[src/rtl/kanagawa_elastic_pkg.sv]
// Shared types and helpers for the elastic flip-flop chain.
// Also holds the occupancy-width rule used by the top level.
package kanagawa_elastic_pkg;

    typedef enum logic {
        CHAIN_RIGID    = 1'b0,
        CHAIN_COLLAPSE = 1'b1
    } chain_mode_t;

    // Occupancy counts 0..depth, and never narrower than one bit.
    function automatic int occ_width(input int depth);
        int w;
        w = $clog2(depth + 1);
        return (w < 1) ? 1 : w;
    endfunction

endpackage

[src/rtl/kanagawa_elastic_flip_flop_chain_if.sv]
// One valid/ready/data channel. The master drives valid and data, and the slave drives ready.
// A beat transfers on a clock edge where valid && ready; the master holds data stable while valid && !ready.
interface kanagawa_elastic_flip_flop_chain_if #(
    parameter int WIDTH = 32
);
    logic             valid;
    logic             ready;
    logic [WIDTH-1:0] data;

    modport master (output valid, output data, input ready);
    modport slave  (input valid, input data, output ready);
endinterface

[src/rtl/kanagawa_elastic_stage.sv]
// One chain stage: a valid bit plus a data word, with load and a clear that wins over load.
// The data word is written only for valid beats, and is cleared only when RESET_DATA is set.
module kanagawa_elastic_stage
    import kanagawa_elastic_pkg::*;
#(
    parameter int WIDTH      = 32,
    parameter bit RESET_DATA = 1'b0
) (
    input  logic             clk,
    input  logic             load,
    input  logic             clr,
    input  logic             v_in,
    input  logic [WIDTH-1:0] d_in,
    output logic             v,
    output logic [WIDTH-1:0] d
);

    always_ff @(posedge clk) begin
        if (clr) begin
            v <= 1'b0;
        end else if (load) begin
            v <= v_in;
        end
    end

    always_ff @(posedge clk) begin
        if (clr && RESET_DATA) begin
            d <= '0;
        end else if (load && v_in) begin
            d <= d_in;
        end
    end

endmodule

[src/rtl/kanagawa_elastic_flip_flop_chain.sv]
// DEPTH-stage elastic register chain with valid/ready on both ends.
// Supports bubble collapsing or rigid shifting, synchronous flush, and a registered occupancy count.
module kanagawa_elastic_flip_flop_chain
    import kanagawa_elastic_pkg::*;
#(
    parameter int          WIDTH      = 32,
    parameter int          DEPTH      = 4,
    parameter chain_mode_t COLLAPSE   = CHAIN_COLLAPSE,
    parameter bit          RESET_DATA = 1'b0
) (
    input  logic                          clk,
    input  logic                          rst,
    input  logic                          flush,
    kanagawa_elastic_flip_flop_chain_if.slave  in_if,
    kanagawa_elastic_flip_flop_chain_if.master out_if,
    output logic [occ_width(DEPTH)-1:0]   occupancy
);

    localparam int OW = occ_width(DEPTH);

    generate
        if (DEPTH == 0) begin : g_pass
            assign out_if.valid = in_if.valid;
            assign out_if.data  = in_if.data;
            assign in_if.ready  = out_if.ready;
            assign occupancy    = '0;

            logic unused_pass;
            assign unused_pass = ^{clk, rst, flush};
        end else begin : g_chain
            logic [DEPTH-1:0] v;
            logic [WIDTH-1:0] d [DEPTH];
            logic [DEPTH-1:0] load;
            logic             clr;
            logic             in_ready;
            logic             in_xfer;
            logic             out_xfer;
            logic [OW-1:0]    occ_q;

            assign clr = rst || flush;

            if (COLLAPSE == CHAIN_COLLAPSE) begin : g_collapse
                // Stage i may load when downstream accepts or any stage from i to the output is empty.
                for (genvar i = 0; i < DEPTH; i++) begin : g_rdy
                    assign load[i] = out_if.ready || !(&v[DEPTH-1:i]);
                end
            end else begin : g_rigid
                assign load = {DEPTH{out_if.ready || !v[DEPTH-1]}};
            end

            for (genvar i = 0; i < DEPTH; i++) begin : g_stage
                if (i == 0) begin : g_first
                    kanagawa_elastic_stage #(
                        .WIDTH      (WIDTH),
                        .RESET_DATA (RESET_DATA)
                    ) u_stage (
                        .clk  (clk),
                        .load (load[i]),
                        .clr  (clr),
                        .v_in (in_if.valid),
                        .d_in (in_if.data),
                        .v    (v[i]),
                        .d    (d[i])
                    );
                end else begin : g_next
                    kanagawa_elastic_stage #(
                        .WIDTH      (WIDTH),
                        .RESET_DATA (RESET_DATA)
                    ) u_stage (
                        .clk  (clk),
                        .load (load[i]),
                        .clr  (clr),
                        .v_in (v[i-1]),
                        .d_in (d[i-1]),
                        .v    (v[i]),
                        .d    (d[i])
                    );
                end
            end

            assign in_ready     = load[0] && !clr;
            assign in_if.ready  = in_ready;
            assign out_if.valid = v[DEPTH-1];
            assign out_if.data  = d[DEPTH-1];

            // The output beat is not counted during flush or reset, because the consumer must ignore it.
            assign in_xfer  = in_if.valid && in_ready;
            assign out_xfer = v[DEPTH-1] && out_if.ready && !clr;

            always_ff @(posedge clk) begin
                if (clr) begin
                    occ_q <= '0;
                end else begin
                    occ_q <= occ_q + OW'(in_xfer) - OW'(out_xfer);
                end
            end

            assign occupancy = occ_q;
        end
    endgenerate

endmodule

[src/flat_wrapper.sv]
// flat-port wrapper written by rule: the top's interface ports become plain ports
module kanagawa_elastic_flip_flop_chain_flat import kanagawa_elastic_pkg::*;
#(
    parameter int          WIDTH      = 32,
    parameter int          DEPTH      = 4,
    parameter chain_mode_t COLLAPSE   = CHAIN_COLLAPSE,
    parameter bit          RESET_DATA = 1'b0
)
  (clk, rst, flush, occupancy, in_if_valid, in_if_data, in_if_ready, out_if_valid, out_if_data, out_if_ready);
  kanagawa_elastic_flip_flop_chain_if #(.WIDTH(WIDTH)) in_if_i ();
  kanagawa_elastic_flip_flop_chain_if #(.WIDTH(WIDTH)) out_if_i ();
  input  logic clk;
  input  logic rst;
  input  logic flush;
  output logic [occ_width(DEPTH)-1:0] occupancy;
  input wire logic [$bits(in_if_i.valid)-1:0] in_if_valid;
  input wire logic [$bits(in_if_i.data)-1:0] in_if_data;
  output wire logic [$bits(in_if_i.ready)-1:0] in_if_ready;
  output wire logic [$bits(out_if_i.valid)-1:0] out_if_valid;
  output wire logic [$bits(out_if_i.data)-1:0] out_if_data;
  input wire logic [$bits(out_if_i.ready)-1:0] out_if_ready;
  assign in_if_i.valid = in_if_valid;
  assign in_if_i.data = in_if_data;
  assign in_if_ready = in_if_i.ready;
  assign out_if_valid = out_if_i.valid;
  assign out_if_data = out_if_i.data;
  assign out_if_i.ready = out_if_ready;
  kanagawa_elastic_flip_flop_chain #(.WIDTH(WIDTH), .DEPTH(DEPTH), .COLLAPSE(COLLAPSE), .RESET_DATA(RESET_DATA)) u_core (.clk(clk), .rst(rst), .flush(flush), .in_if(in_if_i), .out_if(out_if_i), .occupancy(occupancy));
endmodule
[config.mk]
export PLATFORM = sky130hd
export DESIGN_NAME = kanagawa_elastic_flip_flop_chain_flat
export DESIGN_NICKNAME = d
export VERILOG_FILES = /design/src/rtl/kanagawa_elastic_pkg.sv /design/src/rtl/kanagawa_elastic_flip_flop_chain_if.sv /design/src/rtl/kanagawa_elastic_stage.sv /design/src/rtl/kanagawa_elastic_flip_flop_chain.sv /design/src/flat_wrapper.sv
export SDC_FILE = /design/constraint.sdc
export NUM_CORES = 1
export LEC_CHECK = 0
export CORE_ASPECT_RATIO = 0.8
export CORE_MARGIN = 2
export CORE_UTILIZATION = 47
export DETAILED_ROUTE_END_ITERATION = 12
export PLACE_DENSITY = 0.74
export SETUP_SLACK_MARGIN = 0.4
export SLEW_MARGIN = 15
export SYNTH_ARGS = -nofsm -noshare
export SYNTH_HDL_FRONTEND = slang
export SYNTH_SLANG_ARGS = --single-unit
[constraint.sdc]
create_clock -name clk -period 2.9 [get_ports clk]
set_clock_uncertainty 0.15 [all_clocks]
set_input_delay 0.435 -clock clk [delete_from_list [all_inputs] [get_ports clk]]
set_output_delay 0.435 -clock clk [all_outputs]
set_load 0.02 [all_outputs]
== Yosys cells after proc, flatten, opt, wreduce, memory -nomap -nowiden ==
Index checks and enable logic that the tools add are counted.
Widths: inputs -> output; s select.

* Output and inout port bits: 37
* Logic and storage cells: 32
* Flip-flop bits (word level): 135

* Add/sub/neg operators: 2
* Reduce and logical (&&, ||, !) cells: 21

{| class="wikitable"
|+ Operator list
! cell !! count
|-
| $logic_and 1x1->1 || 8
|-
| $logic_not 1->1 || 5
|-
| $logic_or 1x1->1 || 5
|-
| $reduce_and 4->1 || 1
|-
| $add 3x1->3 || 1
|-
| $reduce_and 3->1 || 1
|-
| $sub 3x1->3 || 1
|-
| $reduce_and 2->1 || 1
|}

== Logic depth before layout (Yosys ltp) ==
Gate-level depths: netlist of the first run.

* Depth after elaboration: 7
* Gate-level depth with buffers: 9
* Depth with buffers taken out: 9

== Hierarchy ==
Synthesis of the first run repeated with hierarchy kept, for this count alone.

* Cell total of the unflattened synthesis: 167
* Area, all modules: 4,234.1 um^2

{| class="wikitable"
|+ By module, submodules not included
! module !! cells an instance !! times used !! area each (um^2) !! sequential area each (um^2)
|-
| kanagawa_elastic_stage || 36 || 4 || 1,002.2 || 980.9
|-
| kanagawa_elastic_flip_flop_chain || 23 || 1 || 225.2 || 60.1
|}

== Least setup slack after synthesis of the first run ==
OpenSTA, ideal clock, no wires.

* Path kind: input port to flip-flop
* Start point: input out_if_ready
* End point: register u_core.g_chain.g_stage[0].g_first.u_stage.d[0], enable pin
* Slack: 0.067 ns
* Required time: 2.320 ns
* Stages on the path: 2
* Setup time: 0.430 ns
* Data arrival time: 2.253 ns
* Path through: and4b_1 > a21boi_1

* Longest elaborated chain between the ends: 2

{| class="wikitable"
|+ RTL lines
! element !! line !! RTL
|-
| from (decl) || flat_wrapper.sv:21 || <nowiki>input wire logic [$bits(out_if_i.ready)-1:0] out_if_ready;</nowiki>
|-
| $logic_or 1x1->1 || kanagawa_elastic_flip_flop_chain.sv:45 || <nowiki>assign load[i] = out_if.ready || !(&v[DEPTH-1:i]);</nowiki>
|-
| $logic_and 1x1->1 || kanagawa_elastic_stage.sv:29 || <nowiki>end else if (load && v_in) begin</nowiki>
|-
| to (signal assigned) || kanagawa_elastic_stage.sv:30 || <nowiki>d <= d_in;</nowiki>
|-
| to (decl) || kanagawa_elastic_stage.sv:15 || <nowiki>output logic [WIDTH-1:0] d</nowiki>
|}

No other way between the ends.
A chain may end at the register's enable or synchronous reset.

== Worst setup path in the final report of the first run ==
* Start point: input out_if_ready
* End point: output in_if_ready

* Longest elaborated chain between the ends: 2

{| class="wikitable"
|+ RTL lines
! element !! line !! RTL
|-
| $logic_or 1x1->1 || kanagawa_elastic_flip_flop_chain.sv:45 ||
|-
| $logic_and 1x1->1 || kanagawa_elastic_flip_flop_chain.sv:81 || <nowiki>assign in_ready = load[0] && !clr;</nowiki>
|-
| to (decl) || flat_wrapper.sv:18 || <nowiki>output wire logic [$bits(in_if_i.ready)-1:0] in_if_ready;</nowiki>
|}

No other way between the ends.

==> results of run 1 <==
-- final cells by class --
type	count	share of cell area, %
inverter	4	0.2613
clock inverter	13	2.265
multi-input combinational	24	4.290
sequential	135	69.34
timing repair buffer	78	13.87
tap	115	2.504
clock buffer	18	7.470
-- cell usage after synthesis (all sizes together) --
cell type | instances | area (um2)
inv | 4 | 15.01
xnor3 | 1 | 22.52
buf | 32 | 240.2
nand2 | 1 | 3.750
a21boi | 3 | 22.52
nor3 | 2 | 10.01
and2 | 1 | 6.260
nor2b | 3 | 18.77
nor2 | 1 | 3.750
a21oi | 2 | 13.76
and4b | 1 | 10.01
nand3b | 1 | 7.510
ha | 2 | 25.02
and3 | 1 | 6.260
o41ai | 1 | 8.760
o21a | 2 | 15.01
edfxtp | 128 | 3844
dfxtp | 7 | 140.1
or3b | 1 | 11.26
fa | 1 | 20.02
-- final timing paths --
check	to	slack [ps]	depth (start not counted)
max	in_if_ready	520	4
max reg2reg	u_core.occupancy[2]$_SDFF_PP0_	730	8
min reg2reg	u_core.g_chain.g_stage[2].g_next.u_stage.d[31]$_DFFE_PP_	260	0
min	u_core.occupancy[1]$_SDFF_PP0_	200	2
-- stage by stage --
stage | instances | setup TNS (ps) | power [uW] | setup slack [ps]
after floorplan | 195 | 0 | 2255 | 631.3
after global placement | 356 | 0 | 2321 | 140.8
after detailed placement | 356 | -1.402 | 2327 | -1.402
after CTS | 387 | 0 | 4317 | 401.3
after global routing | 387 | 0 | 4417 | 439.4
final | 387 | 0 | 4271 | 520.2
-- worst register-to-register path: cells and delay by family (launching register included) --
kind                       cells  cell delay [ps]
xor gates and xnor gates       1              370
adders and majority gates      3              750
buffers and inverters          2              110
DFF                            1              400
and+or+nand+nor                2              310
-- routing by layer --
layer | vias up | track usage (%) | wire [um]
li1 | 844 | - | -
met1 | 835 | 12.60 | 2019
met2 | 53 | 20.26 | 3010
met3 | 2 | 5.340 | 310
met4 | 0 | 5.589 | 40
met5 | - | 0 | 0
-- repair_timing --
action / 4_1_cts / 5_1_grt
cloned: 0 / 0
setup endpoints to repair: 1 / 2
hold buffers: 0 / 0
gates resized for setup: 1 / 4
-- report_power, final --
group          leakage, uW  switching (uW)  internal (uW)
Sequential         0.00124            12.8           2190
Clock             0.000265             733           1250
Combinational     0.000442            32.9           54.1
-- sequential cells by signal (all words and copies together) (netlist names) --
signal,flops
u_core.g_chain.g_stage.g_next.u_stage.d,96
u_core.g_chain.g_stage.g_first.u_stage.d,32
u_core.g_chain.g_stage.g_next.u_stage.v,3
u_core.occupancy,3
u_core.g_chain.g_stage.g_first.u_stage.v,1
-- cells by family after synthesis --
kind of cell,Yosys count,synth area share (%)
buf+inv,36,5.743
compound gates,8,1.351
fa+ha+maj,3,1.013
flops,135,89.64
xor+xnor,1,0.5067
simple gates,12,1.746
==> impl_results.md, run 1 <==
* Post-DRT Antenna Nets at 0
* Yosys reg bits at 135
* Yosys warning count at 0
* IO Port Bufs at 73
* CTS tree: built
* Slowest-stage cell, CP: clkdlybuf4s50_1
* WHS at 200.2 ps
* Placed cell area at 0.005179 mm2
* Reg2reg start: u_core.g_chain.g_stage[3].g_next.u_stage.v$_SDFFE_PP0N_
* Die Wd at 112.7 um
* Max stage delay on crit path at 530 ps
* Critical hold path startpoint: rst
* VDD IR max at 0.5183 mV
* Highest Clock Rate at 420.2 MHz
* Endpoints failing setup at 0
* Design area at 0.005746 mm2
* Tmin final at 2380 ps
* Initial antenna violation count at 0
* Final net count at 300
* Core Area at 0.009115 mm2
* Mean post-synth cell area at 22.79 um2
* Yosys cell types at 22
* Fillers at 634
* Final hold violations at 0
* Crit share post-route at 82.06%
* Share of cells above drive strength 1 at 14.71%
* Post-CTS Setup Bufs at 0
* CP Launch Type: input pin
* H-tree levels at 4
* Maximum buffer depth of the clock tree at 2
* CP required at 2320 ps
* All-Layer GR Usage at 11.88%
* Rel. slew slack at 63.34%
* Die Ht at 90.98 um
* CP Capture Type: output pin
* Placer Congestion at 0.7104
* Worst-margin pin slew at 548.6 ps
* Netlist area before placement at 0.004444 mm2
* Status: finished, final reports clean
* FF+latch area at 0.003984 mm2
* Syn nets at 235
* Grt ovf at 0
* Commonest cells after routing, fill and taps aside: 128 x edfxtp_1, 70 x clkdlybuf4s50_1, 17 x clkbuf_16, 7 x dfxtp_1, 4 x inv_1
* Clk_lat worst skew at 400 ps
* CP bufs+invs at 2
* Initial Util at 48.76%
* First-pass DRT Iterations at 4
* Number of CTS-inserted buffers at 17
* CP startpoint: out_if_ready
* DRC at 0
* Boundary pin count at 74
* HP Class: in2reg
* Vias in the first global route at 1801
* Final HPWL from detailed placement at 3.489 mm
* CTS root buffer: clkbuf_16
* Top Family by Delay on Critical Path: buffers and inverters
* N_diodes at 0
* Synth Instances at 195
* RSZ-0062 raised after global routing: no
* P_leak at 0.001947 uW
* Worst-path clk slew at 50 ps
* Area Growth Syn to Fin at 29.28%
* Vias at 1734
* Worst-path maximum fanout at 5
* Critical path class: in2out
* MaxCap Viol Count at 0
* Post-DR wirelength/cell at 13.90 um
* PwrDens at 743.3 mW/mm2
* Total wire length after detailed routing at 5.381 mm
* Initial drt markers at 50
* Clock net sink count at 135
* Worst path arrival time at 1790 ps
* Critical-path cell list: clkdlybuf4s50_1 > and4b_2 > a21boi_1 > dlygate4sd2_1
* Register area share after synthesis at 89.64%
* Die footprint at 0.01025 mm2
* Largest net degree at the start of global routing at 33
* Avg Vias per Cell at 4.481
* First-pass GRT wire length at 8.838 mm
* Fin util at 63.03%
* Final Max Slew Viols at 0
* Commonest non-fill, non-tap cell in the layout: edfxtp_1
* Area of the multi-input gates at 246.5 um2
* Row count at 31
Power figures use the tool's default switching activity.
==> run 2, diff against run 1 <==
- CORE_UTILIZATION: 47 -> 52
- PLACE_DENSITY: 0.74 -> 0.77
- clock period: 2.9 -> 2.2 ns (I/O delays scaled with it)
==> run 2 against run 1 <==
Sequential share of layout area decreased by 1.7 points. Routed wire length increased by 2.8%. Combinational power increased by 51%. Largest power group unchanged.
==> impl_results.md, run 2 (synthesized netlist as in run 1, its figures left out) <==
* Critical path class: reg2out
* Largest regs: u_core.g_chain.g_stage.g_next.u_stage.d x96, u_core.g_chain.g_stage.g_first.u_stage.d x32
* CP required at 1720 ps (-600 ps)
* Placed cell area at 0.005286 mm2 (+2.1%)
* Switching fraction of total power at 19.07% (+0.83 points)
* Slowest-stage cell, CP: dfxtp_4
* Die Wd at 107.4 um (-4.8%)
* Grt ovf at 0 (unchanged)
* Worst path arrival time at 1480 ps (-310 ps)
* Vias at 1779 (+2.6%)
* Highest Clock Rate at 509.4 MHz
* First-pass DRT Iterations at 4 (unchanged)
* Power share of the clock group at 46.5% (about the same)
* Reg2reg start: u_core.g_chain.g_stage[3].g_next.u_stage.v$_SDFFE_PP0N_
* Die footprint at 0.009307 mm2 (-9.2%)
* Post-DRT Antenna Nets at 0 (unchanged)
* Final hold violations at 0 (unchanged)
* Tmin final at 1963 ps
* CTS root buffer: clkbuf_8
* Net Sw Power at 1079 uW (+39%)
* Placer Congestion at 0.6751 (-5.0%)
* Row count at 30 (-3.2%)
* Crit share post-route at 89.23%
* Status: finished, final reports clean
* Final WS setup at 237.0 ps (-283.2 ps)
* Met3 Usage GRT at 5.338% (about the same)
* Final Max Slew Viols at 0 (unchanged)
* Max reg flops at 96 (unchanged)
* Final net count at 312 (+4.0%)
* Share of cells above drive strength 1 at 23.86% (+9.2 points)
* N_diodes at 0 (unchanged)
* Commonest cells after routing, fill and taps aside: 128 x edfxtp_1, 39 x dlygate4sd2_1, 32 x clkdlybuf4s50_1, 16 x clkbuf_16, 10 x buf_4
* Final HPWL from detailed placement at 3.529 mm (+1.2%)
* Max stage delay on crit path at 350 ps (-180 ps)
* Met2 Track Usage GR at 21.35% (+1.1 points)
* Core Area at 0.008408 mm2 (-7.8%)
* RSZ-0062 raised after global routing: yes
* PwrDens at 958.7 mW/mm2 (+29%)
* P_leak at 0.002071 uW (+6.3%)
* Hold path cells at 2 (unchanged)
* Avg Vias per Cell at 4.481 (about the same)
* Number of CTS-inserted buffers at 17 (unchanged)
* Hold buffer count at CTS at 0 (unchanged)
* Setup slack, reg-to-reg at 270 ps (-460 ps)
* All-Layer GR Usage at 13.60% (+1.7 points)
* Initial Util at 52.86% (+4.1 points)
* First-pass GRT wire length at 8.776 mm (-0.70%)
* Setup TNS at 0 ps (unchanged)
* Internal Dissipation at 4579 uW (+31%)
* Clk_lat worst skew at 500 ps (+100 ps)
* Seq pwr share at 51.2% (-0.3 points)
* IO Port Bufs at 73 (unchanged)
* DP Worst Slack at -422.6 ps (-421.2 ps)
* Worst-margin pin slew at 472.8 ps (-75.79 ps)
* MaxCap Viol Count at 0 (unchanged)
* H-tree levels at 4 (unchanged)
* WHS Endpoint: u_core.occupancy[2]$_SDFF_PP0_
* Total wire length after detailed routing at 5.532 mm (+2.8%)
* Initial drt markers at 57 (+14%)
* R2R depth at 8 (unchanged)
* Critical-path cell list: and4b_2 > buf_4 > a21boi_2 > buf_6
* Post-DR wirelength/cell at 13.93 um (+0.22%)
* CTS tree: built
* WHS at 124.5 ps (-75.72 ps)
* Commonest non-fill, non-tap cell in the layout: edfxtp_1
* Die Ht at 86.69 um (-4.7%)
* Initial antenna violation count at 0 (unchanged)
* CP Launch Type: register
* Area Growth Syn to Fin at 32.80%
* Clock net sink count at 135 (unchanged)
* Boundary pin count at 74 (unchanged)
* VDD IR max at 0.6831 mV (+32%)
* Worst-path clk slew at 60 ps (about the same)
* Vias in the first global route at 1806 (+0.28%)
* Rel. slew slack at 68.41% (+5.1 points)
* Design area at 0.005902 mm2 (+2.7%)
* DRC at 0 (unchanged)
* Largest net degree at the start of global routing at 33 (unchanged)
* Combinational group share of total power at 2.3% (+0.3 points)
* Gr busiest metal: met2
* HP Class: in2reg
* Critical hold path startpoint: rst
* Worst-path maximum fanout at 4 (-1)
* Final Power at 5658 uW (+32%)
* Maximum buffer depth of the clock tree at 2 (unchanged)
* CP Capture Type: output pin
* Met1 Use GR at 14.74% (+2.1 points)
* Endpoints failing setup at 0 (unchanged)
* Reg-to-reg endpoint: u_core.occupancy[2]$_SDFF_PP0_
* Reg with most FFs: u_core.g_chain.g_stage.g_next.u_stage.d
* Fillers at 529 (-17%)
## run 2: cell types whose count changed in the layout (fill, tap and decap cells not counted), moves of 3 or more
| cell | previous run | this run |
|---|---|---|
| clkdlybuf4s50_1 | 70 | 32 |
| dlygate4sd2_1 | 1 | 39 |
| buf_4 | 3 | 10 |
| buf_12 | 2 | 6 |
| clkinv_1 | 3 | 0 |
| clkinv_4 | 1 | 4 |
| dfxtp_1 | 7 | 4 |
## run 2: worst max-delay path: cells and delay by family, from the launching register on
family                 cells  cell delay [ps]
DFF                        1              350
buffers and inverters      2              270
and+or+nand+nor            1              230
AOI/OAI and AO/OA          1              130
## run 2: layout make-up
class                   instances  area, um2  share of cell area, %
clock buffers                  19      421.7                  7.144
clock inverters                13      147.6                  2.502
inverters                       4      15.01                 0.2544
multi-input cells              24      295.3                  5.003
flip-flops and latches        135       3993                  67.65
well taps                     112      140.1                  2.374
repair buffers                 90      889.6                  15.07
## run 2: stage by stage
stage               std cells  util (%)
CTS                       395     69.70
global route              397     70.19
global placement          359     62.87
floorplan                 195         -
finish                    397     70.19
detailed placement        359     62.87
## run 2: repair_timing
action | CTS | global route
setup buffers | 4 | 2
hold endpoints to repair | 0 | 0
resized for setup | 50 | 9
pin swaps | 6 | 1
endpoints found under the setup margin | 39 | 4
## run 2: worst max path at each step
| stage | from | to | slack, ps | depth (start not counted) |
|---|---|---|---|---|
| detailed placement | rst | u_core.occupancy[2]$_SDFF_PP0_ | -420 | 10 |
| finish | u_core.g_chain.g_stage[3].g_next.u_stage.v$_SDFFE_PP0N_ | in_if_ready | 240 | 4 |
| CTS | u_core.g_chain.g_stage[3].g_next.u_stage.v$_SDFFE_PP0N_ | in_if_ready | 210 | 3 |
| floorplan | rst | u_core.occupancy[2]$_SDFF_PP0_ | 310 | 9 |
| global route | u_core.g_chain.g_stage[3].g_next.u_stage.v$_SDFFE_PP0N_ | in_if_ready | 170 | 4 |
| global placement | rst | u_core.occupancy[2]$_SDFF_PP0_ | -260 | 10 |
## run 2: power by group through the flow
stage	combinational, uW	clock [uW]	sequential [uW]
5_1_grt	141	2800	2900
3_3_place_gp	128	0	2940
6_report	131	2630	2890
4_1_cts	130	2710	2890
3_5_place_dp	131	0	2950
2_1_floorplan	30.0	0	2940
## run 2: metal layers
layer | vias up | wire, um
met2 | 54 | 2925
met5 | - | 0
met3 | 15 | 278
met4 | 0 | 167
li1 | 867 | -
met1 | 843 | 2160
